**src/rtl/range_pkg.sv**
```systemverilog
// Shared types and defaults for the ranging sequencer.
// State encoding is kept here so the bench and any wrappers agree on it.
package range_pkg;

  typedef enum logic [2:0] {
    ST_IDLE   = 3'd0,
    ST_BURST  = 3'd1,
    ST_GUARD  = 3'd2,
    ST_LISTEN = 3'd3,
    ST_DONE   = 3'd4
  } state_t;

  localparam int GUARD_TICKS_DEFAULT = 4;

  function automatic logic is_busy(input state_t s);
    return (s != ST_IDLE);
  endfunction

endpackage

```
**src/rtl/tick_gen.sv**
```systemverilog
// Programmable tick divider: counts 0..div and pulses tick when count==div.
// restart forces the count back to 0 so every phase begins with a full period.
module tick_gen #(
  parameter int DIV_W = 8
) (
  input  logic             clk,
  input  logic             reset,
  input  logic             restart,
  input  logic [DIV_W-1:0] div,
  output logic             tick
);

  logic [DIV_W-1:0] count_reg;

  always_ff @(posedge clk or negedge reset) begin
    if (!reset) begin
      count_reg <= '0;
    end else if (restart || (count_reg == div)) begin
      count_reg <= '0;
    end else begin
      count_reg <= count_reg + DIV_W'(1);
    end
  end

  assign tick = (count_reg == div);

endmodule

```
**src/rtl/range_seq.sv**
```systemverilog
// Ultrasonic-style ranging sequencer: tx burst, guard interval, then listen
// for an echo edge while counting ticks until echo or timeout.
module range_seq
  import range_pkg::*;
#(
  parameter int DIV_W       = 8,
  parameter int CNT_W       = 16,
  parameter int GUARD_TICKS = GUARD_TICKS_DEFAULT
) (
  input  logic             clk,
  input  logic             reset,
  input  logic             start,
  input  logic             abort,
  input  logic [DIV_W-1:0] burst_div,
  input  logic [7:0]       burst_len,
  input  logic [DIV_W-1:0] listen_div,
  input  logic [CNT_W-1:0] timeout,
  input  logic             echo,
  output logic             tx,
  output logic             busy,
  output logic             done,
  output logic [CNT_W-1:0] range,
  output logic             hit,
  output logic             timed_out
);

  localparam int GW = (GUARD_TICKS > 1) ? $clog2(GUARD_TICKS) : 1;
  localparam logic [GW-1:0] GUARD_LAST = GW'(GUARD_TICKS - 1);

  state_t           state_reg, state_next;
  logic [DIV_W-1:0] bdiv_reg, bdiv_next;
  logic [7:0]       blen_reg, blen_next;
  logic [DIV_W-1:0] ldiv_reg, ldiv_next;
  logic [CNT_W-1:0] tmo_reg, tmo_next;
  logic [7:0]       pulse_reg, pulse_next;
  logic [GW-1:0]    guard_reg, guard_next;
  logic [CNT_W-1:0] range_reg, range_next;
  logic             hit_reg, hit_next;
  logic             to_reg, to_next;
  logic             echo_prev_reg;

  logic             tick;
  logic             restart;
  logic [DIV_W-1:0] tick_div;
  logic             echo_edge;

  assign tick_div  = (state_reg == ST_BURST) ? bdiv_reg : ldiv_reg;
  // Idle holds the divider at zero; any state change restarts the period.
  assign restart   = (state_reg == ST_IDLE) || (state_next != state_reg);
  assign echo_edge = echo & ~echo_prev_reg;

  tick_gen #(
    .DIV_W(DIV_W)
  ) u_tick (
    .clk    (clk),
    .reset  (reset),
    .restart(restart),
    .div    (tick_div),
    .tick   (tick)
  );

  always_ff @(posedge clk or negedge reset) begin
    if (!reset) begin
      state_reg     <= ST_IDLE;
      bdiv_reg      <= '0;
      blen_reg      <= '0;
      ldiv_reg      <= '0;
      tmo_reg       <= '0;
      pulse_reg     <= '0;
      guard_reg     <= '0;
      range_reg     <= '0;
      hit_reg       <= 1'b0;
      to_reg        <= 1'b0;
      echo_prev_reg <= 1'b0;
    end else begin
      state_reg     <= state_next;
      bdiv_reg      <= bdiv_next;
      blen_reg      <= blen_next;
      ldiv_reg      <= ldiv_next;
      tmo_reg       <= tmo_next;
      pulse_reg     <= pulse_next;
      guard_reg     <= guard_next;
      range_reg     <= range_next;
      hit_reg       <= hit_next;
      to_reg        <= to_next;
      echo_prev_reg <= echo;
    end
  end

  always_comb begin
    state_next = state_reg;
    bdiv_next  = bdiv_reg;
    blen_next  = blen_reg;
    ldiv_next  = ldiv_reg;
    tmo_next   = tmo_reg;
    pulse_next = pulse_reg;
    guard_next = guard_reg;
    range_next = range_reg;
    hit_next   = hit_reg;
    to_next    = to_reg;

    case (state_reg)
      ST_IDLE: begin
        if (start) begin
          bdiv_next  = burst_div;
          blen_next  = burst_len;
          ldiv_next  = listen_div;
          tmo_next   = timeout;
          pulse_next = '0;
          guard_next = '0;
          range_next = '0;
          hit_next   = 1'b0;
          to_next    = 1'b0;
          state_next = (burst_len == 8'd0) ? ST_GUARD : ST_BURST;
        end
      end
      ST_BURST: begin
        if (tick) begin
          if (pulse_reg == blen_reg - 8'd1) begin
            state_next = ST_GUARD;
          end else begin
            pulse_next = pulse_reg + 8'd1;
          end
        end
      end
      ST_GUARD: begin
        if (tick) begin
          if (guard_reg == GUARD_LAST) begin
            state_next = ST_LISTEN;
          end else begin
            guard_next = guard_reg + GW'(1);
          end
        end
      end
      ST_LISTEN: begin
        // Echo takes priority over a coincident timeout tick.
        if (echo_edge) begin
          hit_next   = 1'b1;
          state_next = ST_DONE;
        end else if (tick) begin
          if (range_reg == tmo_reg) begin
            to_next    = 1'b1;
            state_next = ST_DONE;
          end else begin
            range_next = range_reg + CNT_W'(1);
          end
        end
      end
      ST_DONE: begin
        state_next = ST_IDLE;
      end
      default: begin
        state_next = ST_IDLE;
      end
    endcase

    if (abort && (state_reg != ST_IDLE)) begin
      state_next = ST_IDLE;
      range_next = range_reg;
      hit_next   = 1'b0;
      to_next    = 1'b0;
    end
  end

  assign tx        = (state_reg == ST_BURST) && tick;
  assign busy      = is_busy(state_reg);
  assign done      = (state_reg == ST_DONE);
  assign range     = range_reg;
  assign hit       = hit_reg;
  assign timed_out = to_reg;

endmodule

```
**config.mk**
```make
export PLATFORM = sky130hd
export DESIGN_NAME = range_seq
export DESIGN_NICKNAME = d
export VERILOG_FILES = /design/src/rtl/range_pkg.sv /design/src/rtl/tick_gen.sv /design/src/rtl/range_seq.sv
export SDC_FILE = /design/constraint.sdc
export NUM_CORES = 1
export LEC_CHECK = 0
export CAP_MARGIN = 5
export CORE_ASPECT_RATIO = 0.7
export CORE_MARGIN = 2
export CORE_UTILIZATION = 49
export CTS_CLUSTER_DIAMETER = 30
export DETAILED_ROUTE_END_ITERATION = 16
export GPL_TIMING_DRIVEN = 0
export PLACE_DENSITY_LB_ADDON = 0.1
export SLEW_MARGIN = 10
export SYNTH_ARGS = -nofsm -noshare
export SYNTH_HDL_FRONTEND = slang
export SYNTH_SLANG_ARGS = --single-unit
```
**constraint.sdc**
```tcl
create_clock -name clk -period 2.21 [get_ports clk]
set_input_delay 0.442 -clock clk [delete_from_list [all_inputs] [get_ports clk]]
set_output_delay 0.442 -clock clk [all_outputs]
set_load 0.01 [all_outputs]
```
; ---- Word-level counts from Yosys, hierarchy flattened
; Cells that the tools add are included.
; Widths: inputs -> output; s select.
[word_totals]
out_inout_bits = 21
input_bits = 45
reg_bits = 80
[classes]
n_addsub = 5
n_bitwise = 3
muxes = 35
n_eq_ne = 22
n_reduce_logical = 17
[op_table]
columns = operator, n
row1 = $mux 16, 4
row2 = $mux 8, 5
row3 = $pmux 16 s2, 1
row4 = $mux 3, 9
row5 = $add 16x1->16 const B, 1
row6 = $add 8x1->8 const B, 2
row7 = $eq 16x16->1, 1
row8 = $eq 8x8->1, 2
row9 = $ne 2x2->1 const B, 8
row10 = $pmux 8 s2, 1
row11 = $ne 3x3->1 const B, 4
row12 = $pmux 3 s4, 1
row13 = $logic_not 8->1, 1
row14 = $mux 2, 4
row15 = $reduce_and 4->1, 2
row16 = $sub 8x1->8 const B, 1
row17 = $mux 1, 7
row18 = $eq 3x2->1 const B, 2
row19 = $reduce_and 6->1, 1
row20 = $reduce_bool 2->1, 3
row21 = $reduce_bool 3->1, 2
row22 = $reduce_and 5->1, 1
row23 = $pmux 1 s2, 2
row24 = $pmux 2 s2, 1
row25 = 13 further kinds, 16

; ---- Logic depth before layout (Yosys ltp)
; Gate-level depths: netlist of the first run.
[depth]
ltp_word = 11
ltp_mapped = 10
ltp_nobuf = 9

; ---- Hierarchy
; A second synthesis of the first run with hierarchy kept.
[unflattened]
hier_cells = 478
area_unflattened_um2 = 4324.1
[modules_own_cells]
columns = mod, cells_per_inst, instances, area_per_inst_um2
row1 = range_seq, 432, 1, 3802.4
row2 = tick_gen, 46, 1, 521.8

; ---- Worst setup path after synthesis of the first run
; No wires, ideal clock.
[synth_timing]
path_kind = register to output
start = register state_reg[2]
end = output port tx
path_buffers = 1
path_stages_with_launch = 7
arrival_ps = 1831
setup_slack_ps = -63
path_cell_list = dfrtp_1 -> nor3b_4 -> mux2_4 -> a22oi_2 -> o211ai_2 -> nor4_4 -> buf_6
[synth_via]
elab_chain_cells = 4
[synth_rtl]
columns = element, line_no
row1 = start: declaration, range_seq.sv:30  ; state_t state_reg, state_next;
row2 = start signal: assignment, range_seq.sv:76  ; state_reg <= state_next;
row3 = $eq 3x1->1 (*), "range_seq.sv:47, range_seq.sv:165"
row4 = $mux 8, range_seq.sv:47  ; assign tick_div = (state_reg == ST_BURST) ? bdiv_reg : ldiv_reg;
row5 = $eq 8x8->1, tick_gen.sv:25  ; assign tick = (count_reg == div);
row6 = $logic_and 1x1->1 (*), range_seq.sv:165  ; assign tx = (state_reg == ST_BURST) && tick;
row7 = end: declaration, range_seq.sv:19  ; output logic tx,
; Mark *: on every way between the ends. The rest lies on a longest branch, timed or not.

; ---- Worst setup path after layout of the first run
[layout_timing]
start = register state_reg[1]
end = output port tx
; Same word-level chain as after synthesis.

==> flow_metrics.env, run 1 <==
export IMPL_r2r_start="state_reg[1]"
export IMPL_power_switching_mw=2.38
export IMPL_comb_power_share=0.399
export IMPL_die_h_um=83.2
export IMPL_fin_total_pwr_mw=6.41
export IMPL_netlist_area_mm2=0.00439
export IMPL_clkLatencyLatePin_ps=340
export IMPL_synth_edff_count=0
export IMPL_diodes=0
export IMPL_port_buffers=65
export IMPL_outcome="finished with violations"
export IMPL_dieArea_mm2=0.00975
export IMPL_cts_tree="yes"
export IMPL_ir_drop_mv=0.765
export IMPL_setup_ws_ps=-417
export IMPL_dr_total_vias=4057
export IMPL_final_cell_mix="nand2_1, dfrtp_1, clkdlybuf4s50_1"
export IMPL_min_path_type="primary input to async pin"
export IMPL_r2r_end="pulse_reg[2]"
export IMPL_crit_family="simple AND/OR/NAND/NOR gates"
export IMPL_final_hold_violation_count=0
export IMPL_drv_slew=0
export IMPL_fin_nets=644
export IMPL_antenna_found_initial=0
export IMPL_row_count=28
export IMPL_maxSlewHeadroom=0.528
export IMPL_crit_chain="buf_2 > nor2_1 > nand2_2 > nor4_4 > o21ai_2 > nor4_4 > buf_6 > buf_6"
export IMPL_ios=66
export IMPL_rsz0062_at_grt="true"
export IMPL_crit_arrival_ps=2190
export IMPL_worst_slew_pin_slew_ps=707
export IMPL_fin_crit_ps=2630
export IMPL_leakage_nw=2.73
export IMPL_pwr_share_clk=0.254
export IMPL_core_mm2=0.00858
export IMPL_gp_congestion=0.863
export IMPL_crit_path_start="state_reg[1]"
export IMPL_internal_power_mw=4.03
export IMPL_finalSetupViolations=30
export IMPL_whs_ps=53.4
export IMPL_p_seq_frac=0.347
export IMPL_grt_pass1_wl_um=19700
export IMPL_clock_sinks=80
export IMPL_drc=0
export IMPL_cp_slowest_cell="dfrtp_1"
export IMPL_clk_path_buf_depth=2
export IMPL_reg2reg_slack_ps=-340
export IMPL_ys_ff_latch=80
export IMPL_drv_cap=0
export IMPL_power_density_mw_per_mm2=1070
export IMPL_tns_ps=-4650
export IMPL_switching_share=0.371
export IMPL_end_kind="output pin"
export IMPL_grt_ovfl_total=0
export IMPL_dpl_hpwl_um=8580
export IMPL_violations="setup timing"
export IMPL_clock_fmax_mhz=381
export IMPL_initial_core_util=0.512
export IMPL_post_drt_wl_per_cell_um=17.5
export IMPL_synth_distinct_cells=56
export IMPL_gr_usage_all_layers=0.263
export IMPL_layout_cells_most_common="nand2_1"
export IMPL_yosys_warnings=0
export IMPL_period_share=1.19
export IMPL_htreeDepth=3
export IMPL_skew_ps=8.05
export IMPL_wirelength_um=12600
export IMPL_cp_max_fo=10
export IMPL_endpoint="tx"
export IMPL_startpoint_type="register"
export IMPL_syn2layout_area_growth_pct=36.8
export IMPL_critPathRequiredTime_ps=1770
export IMPL_critPathMaxStageDelay_ps=410
export IMPL_synthFlopType="dfrtp_1"
export IMPL_dr_pass1_iters=5
export IMPL_ys_seq_area_frac=0.456
export IMPL_path_clk_slew_ps=60
export IMPL_clockRootBuffer="clkbuf_16"
export IMPL_ys_async_sr_fraction=1.00
export IMPL_synth_area_per_cell_um2=8.89
export IMPL_synth_nets=544
export IMPL_cts_buffers=9
export IMPL_layout_drive_gt1_share=0.177
export IMPL_postRouteAntennaNets=0
export IMPL_synth_cells=494
export IMPL_viasPerCell=5.65
export IMPL_dieWidth_um=117
export IMPL_grt_pass1_vias=3918
export IMPL_grt_max_degree=48
export IMPL_crit_type="register to output pin"
export IMPL_rr_worst_depth=13
export IMPL_cp_num_buf_inv=3
export IMPL_cp_num_cells=8
export IMPL_drt_initial_drc_count=380
[synthesized netlist by cell type, drive strengths merged, types with 9 or more instances]
cell	n	area share
o21ai	17	0.019
nand4	11	0.017
nor2	27	0.023
buf	10	0.017
inv	21	0.018
nand2	134	0.11
clkbuf	12	0.010
and3	9	0.013
xnor2	28	0.056
mux2i	10	0.023
dfrtp	80	0.46
xor2	13	0.026
nand3	19	0.022
[logic make-up (layout without fill, tap and decap cells)]
logic type | Yosys count | count (layout) | share of synthesized area
simple gates | 244 | 244 | 0.264
flops | 80 | 80 | 0.456
compound gates | 68 | 68 | 0.108
buf+inv | 43 | 147 | 0.0447
xor+xnor | 41 | 41 | 0.0818
mux | 13 | 13 | 0.0313
fa+ha+maj | 5 | 5 | 0.0142
[power by group through the flow]
stage	combinational (mW)	sequential (mW)	clock [mW]
2_1_floorplan	1.49	2.09	0
3_5_place_dp	2.01	2.20	0
4_1_cts	2.24	2.19	1.64
3_3_place_gp	1.94	2.19	0
6_report	2.55	2.22	1.63
5_1_grt	2.77	2.27	1.70
[stage by stage]
step,area [um2],util,setup WS (ps),instances
2_1_floorplan,4390,-,9.15,494
3_5_place_dp,5220,0.608,-754,680
3_3_place_gp,5190,0.605,-2180,679
5_1_grt,6000,0.700,-501,718
4_1_cts,5800,0.675,-452,709
6_report,6000,0.700,-417,718
[worst min-delay path by stage]
stage	start	to	slack, ps	cells past startpoint
2_1_floorplan	reset	bdiv_reg[0]	150	0
3_3_place_gp	guard_reg[0]	guard_reg[0]	470	1
3_5_place_dp	reset	range[2]	430	1
4_1_cts	reset	range[2]	70	1
5_1_grt	reset	range[2]	90	1
6_report	reset	range[2]	50	1
[layer usage]
metal  track usage  part of all wire  up-vias
li1              -                 -     1901
met1         0.397              0.48     1985
met2         0.373              0.44      152
met3        0.0679             0.066       19
met4        0.0706             0.015        0
met5             0                 0        -
[what timing repair did]
action / CTS / global route
hold buffers: 0 / 0
resized for setup: 44 / 39
setup buffers: 13 / 9
setup endpoints to repair: 79 / 62
cloned: 2 / 1
pin swaps: 23 / 7
[cell type report]
| class | count | area, um2 |
|---|---|---|
| flip-flops and latches | 80 | 2010 |
| multi-input cells | 371 | 2430 |
| well taps | 120 | 150 |
| clock buffers | 12 | 256 |
| clock inverters | 3 | 65.1 |
| fillers | 674 | 2580 |
| plain buffers | 20 | 125 |
| inverters | 21 | 78.8 |
| repair buffers | 91 | 890 |
No activity file was read; power rests on OpenSTA's default activity.
==> run 2: changes to the inputs <==
clock period = 2.4 ns   (was 2.21 ns; I/O delays follow)
==> run 2 against run 1 <==
Compared with the run above: the run still ends with setup timing left; utilization fell by 2.9 points; sequential share of layout area rose by 1.4 points; non-clock buffer count down 13; highest routed layer unchanged.
==> flow_metrics.env, run 2 (same netlist as run 1, synthesis figures left out) <==
export IMPL_stdcell_area_mm2=0.00576
export IMPL_fin_cells=704
export IMPL_maxSlewHeadroom=0.630
export IMPL_htreeDepth=3
export IMPL_layout_cells_most_common="nand2_1"
export IMPL_diodes=0
export IMPL_grt_max_degree=65
export IMPL_crit_family="simple AND/OR/NAND/NOR gates"
export IMPL_wirelength_um=11600
export IMPL_seqCellArea_mm2=0.00200
export IMPL_crit_arrival_ps=2210
export IMPL_cts_buffers=9
export IMPL_syn2layout_area_growth_pct=31.1
export IMPL_clock_fmax_mhz=372
export IMPL_row_count=28
export IMPL_post_drt_wl_per_cell_um=16.5
export IMPL_drt_initial_drc_count=333
export IMPL_cp_num_buf_inv=3
export IMPL_clk_path_buf_depth=2
export IMPL_gr_usage_all_layers=0.257
export IMPL_crit_chain="buf_2 > nor2_1 > nand2_2 > nor4_4 > o21ai_2 > nor4_4 > buf_6 > buf_6"
export IMPL_cts_tree="yes"
export IMPL_rsz0062_at_grt="true"
export IMPL_port_buffers=65
export IMPL_place_area_mm2=0.00522
export IMPL_ir_drop_mv=0.525
export IMPL_worst_slew_pin_slew_ps=555
export IMPL_viasPerCell=5.59
export IMPL_drv_slew=0
export IMPL_clkLatencyLatePin_ps=340
export IMPL_tns_ps=-297
export IMPL_dr_total_vias=3938
export IMPL_startpoint_type="register"
export IMPL_outcome="finished with violations"
export IMPL_cts_hold_buffers=0
export IMPL_path_clk_slew_ps=60
export IMPL_initial_core_util=0.512
export IMPL_violations="setup timing"
export IMPL_final_cell_mix="nand2_1, dfrtp_1, clkdlybuf4s50_1"
export IMPL_clockRootBuffer="clkbuf_16"
export IMPL_leakage_nw=2.62
export IMPL_dr_pass1_iters=5
export IMPL_drv_cap=0
export IMPL_skew_ps=7.10
export IMPL_dieArea_mm2=0.00975
export IMPL_antenna_found_initial=0
export IMPL_multi_input_comb_area_mm2=0.00232
export IMPL_fin_nets=631
export IMPL_clock_sinks=80
export IMPL_gp_congestion=0.891
export IMPL_ios=66
export IMPL_critPathRequiredTime_ps=1920
export IMPL_grt_ovfl_total=0
export IMPL_layout_drive_gt1_share=0.123
export IMPL_crit_type="register to output pin"
export IMPL_cp_slowest_cell="dfrtp_1"
export IMPL_setup_ws_ps=-286
export IMPL_critPathMaxStageDelay_ps=400
export IMPL_core_mm2=0.00858
export IMPL_nFillCells=714
export IMPL_dp_cells=680
export IMPL_period_share=1.12
export IMPL_min_path_type="primary input to async pin"
export IMPL_postRouteAntennaNets=0
export IMPL_cp_max_fo=10
export IMPL_power_density_mw_per_mm2=988
export IMPL_final_hold_violation_count=0
export IMPL_drc=0
export IMPL_grt_pass1_vias=3766
export IMPL_dpl_hpwl_um=8300
export IMPL_finalSetupViolations=2
export IMPL_fin_crit_ps=2690
export IMPL_die_h_um=83.2
export IMPL_end_kind="output pin"
export IMPL_dieWidth_um=117
export IMPL_grt_pass1_wl_um=19200
run 2: cell count changes in the layout (fill, tap and decap cells not counted), sizes merged:
cell | previous run | this run
clkdlybuf4s50 | 62 | 63
clkinv | 1 | 0
dlygate4sd2 | 1 | 0
clkinvlp | 0 | 1
buf | 35 | 24
clkbuf | 25 | 22
run 2: stage by stage:
stage / total power, mW / util / hold WS [ps] / setup WS, ps
after floorplan: 3.30 / - / 184 / 89.5
after global placement: 3.81 / 0.605 / 468 / -2040
after detailed placement: 3.87 / 0.608 / 370 / -623
after CTS: 5.56 / 0.660 / 7.28 / -233
after global routing: 6.06 / 0.671 / 11.9 / -357
final: 5.69 / 0.671 / 2.55 / -286
run 2: layout make-up:
type                    instances  share of cell area
repair buffers                 77               0.133
well taps                     120              0.0261
plain buffers                  21              0.0224
multi-input cells             371               0.403
clock buffers                  11              0.0422
inverters                      21              0.0137
clock inverters                 3              0.0117
flip-flops and latches         80               0.348
run 2: per-layer routing:
layer	GRT usage	vias to the layer above	part of all wire
met2	0.365	136	0.44
met4	0.0717	0	0.016
met3	0.0606	20	0.062
li1	-	1875	-
met1	0.391	1907	0.48
met5	0	-	0
run 2: final timing paths:
check	from	end	slack, ps	depth (start not counted)
worst max-delay path	state_reg[1]	tx	-290	8
worst min-delay path	reset	range[4]	3	1
worst max register to register	state_reg[1]	range[0]	-10	9
worst min register to register	guard_reg[0]	guard_reg[0]	490	1
max in group asynchronous	reset	state_reg[1]	1800	2
min in group clk	guard_reg[0]	guard_reg[0]	490	1
run 2: worst reg2reg max path: stages, from the launching register on:
cell and delay, ps:
dfrtp_1 400, buf_2 200, nor2_1 160, nand2_2 150
nor4_4 250, o21a_1 330, nand4_4 190, buf_6 180
nand2_2 80, mux2_2 360
run 2: power breakdown:
part / switching [mW] / internal, mW / leakage [nW] / total, mW
Sequential: 0.341 / 1.70 / 1.05 / 2.04
Clock: 0.530 / 0.928 / 0.148 / 1.46
Combinational: 1.23 / 0.966 / 1.42 / 2.19
run 2: repair_timing:
item                                   in CTS  in global routing
pin swaps                                   5                  5
endpoints found under the hold margin       0                  0
setup endpoints to repair                  30                 60
buffers inserted                            9                  2
resized for setup                          18                 28
==> run 3: changes to the inputs <==
CORE_UTILIZATION = 50   (was 49)
SLEW_MARGIN = default   (was 10)
clock period = 3.2 ns   (was 2.4 ns; I/O delays follow)
==> run 3 against run 2 <==
Compared with the run above: the run now ends clean; critical endpoint unchanged; highest routed layer unchanged; clock power down 37%; clock skew fell by 0.60 ps; combinational power shrank 32%; worst hold slack improved by 270 ps; setup slack improved by 500 ps.
==> flow_metrics.env, run 3 (same netlist as run 1, synthesis figures left out) <==
export IMPL_clkLatencyLatePin_ps=330
export IMPL_power_density_mw_per_mm2=706
export IMPL_layout_cells_most_common="nand2_1"
export IMPL_antenna_found_initial=0
export IMPL_fin_cells=699
export IMPL_cts_hold_buffers=0
export IMPL_clock_sinks=80
export IMPL_internal_power_mw=2.45
export IMPL_clk_path_buf_depth=2
export IMPL_clockRootBuffer="clkbuf_16"
export IMPL_dpl_hpwl_um=8380
export IMPL_dr_pass1_iters=4
export IMPL_grt_ovfl_total=0
export IMPL_cts_buffers=9
export IMPL_drt_initial_drc_count=334
export IMPL_layout_drive_gt1_share=0.0794
export IMPL_drc=0
export IMPL_switching_share=0.374
export IMPL_ios=66
export IMPL_htreeDepth=3
export IMPL_dp_slack_ps=26.2
export IMPL_place_area_mm2=0.00522
export IMPL_final_hold_violation_count=0
export IMPL_pwr_share_clk=0.234
export IMPL_syn2layout_area_growth_pct=26.2
export IMPL_seqCellArea_mm2=0.00200
export IMPL_wirelength_um=11700
export IMPL_comb_power_share=0.381
export IMPL_crit_family="simple AND/OR/NAND/NOR gates"
export IMPL_port_buffers=65
export IMPL_ir_drop_mv=0.351
export IMPL_drv_slew=0
export IMPL_grt_pass1_wl_um=18600
export IMPL_initial_core_util=0.518
export IMPL_core_mm2=0.00848
export IMPL_dr_total_vias=3900
export IMPL_final_cell_mix="nand2_1, dfrtp_1, clkdlybuf4s50_1"
export IMPL_critPathRequiredTime_ps=2560
export IMPL_multi_input_comb_area_mm2=0.00222
export IMPL_outcome="finished clean"
export IMPL_whs_ps=274
export IMPL_finalSetupViolations=0
export IMPL_worst_slew_pin_slew_ps=686
export IMPL_dieWidth_um=116
export IMPL_stdcell_area_mm2=0.00554
export IMPL_setup_ws_ps=209
export IMPL_grt_max_degree=46
export IMPL_gr_usage_all_layers=0.258
export IMPL_min_path_type="primary input to async pin"
export IMPL_crit_chain="buf_2 > nor2_1 > nand2_1 > nor4_2 > o21ai_1 > nor4_4 > buf_6 > dlygate4sd2_1"
export IMPL_dieArea_mm2=0.00956
export IMPL_power_switching_mw=1.46
export IMPL_clock_fmax_mhz=334
export IMPL_row_count=28
export IMPL_gp_congestion=0.895
export IMPL_nFillCells=735
export IMPL_cp_max_fo=10
export IMPL_path_clk_slew_ps=60
export IMPL_fin_total_pwr_mw=3.91
export IMPL_cp_num_buf_inv=3
export IMPL_crit_arrival_ps=2350
export IMPL_die_h_um=82.4
export IMPL_maxSlewHeadroom=0.542
export IMPL_leakage_nw=2.54
export IMPL_rsz0062_at_grt="false"
export IMPL_grt_pass1_vias=3623
export IMPL_cp_slowest_cell="dfrtp_1"
export IMPL_diodes=0
export IMPL_end_kind="output pin"
export IMPL_period_share=0.935
export IMPL_dp_cells=680
export IMPL_fin_crit_ps=2990
export IMPL_cts_tree="yes"
export IMPL_viasPerCell=5.58
export IMPL_p_seq_frac=0.386
export IMPL_fin_nets=626
export IMPL_post_drt_wl_per_cell_um=16.7
export IMPL_startpoint_type="register"
export IMPL_critPathMaxStageDelay_ps=410
export IMPL_skew_ps=6.50
export IMPL_drv_cap=0
export IMPL_postRouteAntennaNets=0
export IMPL_crit_type="register to output pin"
## run 3: cell count changes in the layout (fill, tap and decap cells not counted), moves of 3 or more
cell / previous run / this run
buf_4: 10 / 6
buf_6: 7 / 4
clkbuf_1: 8 / 15
clkbuf_2: 4 / 0
## run 3: final timing paths
check	from	to	slack, ps	depth (start not counted)
setup / recovery	state_reg[1]	tx	210	8
max in group asynchronous	reset	state_reg[2]	2320	2
min in group clk	ldiv_reg[4]	ldiv_reg[4]	490	2
hold / removal	reset	range[4]	270	1
setup reg to reg	state_reg[0]	range[1]	590	9
hold reg to reg	ldiv_reg[4]	ldiv_reg[4]	490	2
## run 3: metal layers
| metal | share of wire | up-vias | track usage |
|---|---|---|---|
| met5 | 0 | - | 0 |
| met4 | 0.015 | 0 | 0.0571 |
| met3 | 0.075 | 14 | 0.0635 |
| met2 | 0.43 | 145 | 0.378 |
| met1 | 0.48 | 1879 | 0.388 |
| li1 | - | 1862 | - |
## run 3: metrics by stage
| step | setup TNS [ps] | util |
|---|---|---|
| floorplan | 0 | - |
| global placement | -109680 | 0.612 |
| detailed placement | 0 | 0.615 |
| CTS | 0 | 0.653 |
| global route | 0 | 0.653 |
| finish | 0 | 0.653 |
## run 3: power groups by stage
stage | combinational, mW | clock [mW] | sequential [mW]
final | 1.49 | 0.914 | 1.51
after global routing | 1.66 | 0.980 | 1.54
after CTS | 1.48 | 0.930 | 1.50
after detailed placement | 1.38 | 0 | 1.52
after global placement | 1.34 | 0 | 1.51
after floorplan | 1.03 | 0 | 1.45
## run 3: cell type report
class	count	area share
buffer	22	0.0212
clock buffer	13	0.0452
clock inverter	1	0.000904
inverter	21	0.0142
multi-input combinational	371	0.401
sequential	80	0.362
tap	120	0.0271
timing repair buffer	71	0.129
## run 3: timing repair
action,CTS,global route
gates resized for setup,8,0
setup buffers,5,0
endpoints found under the hold margin,0,0
setup endpoints to repair,1,0
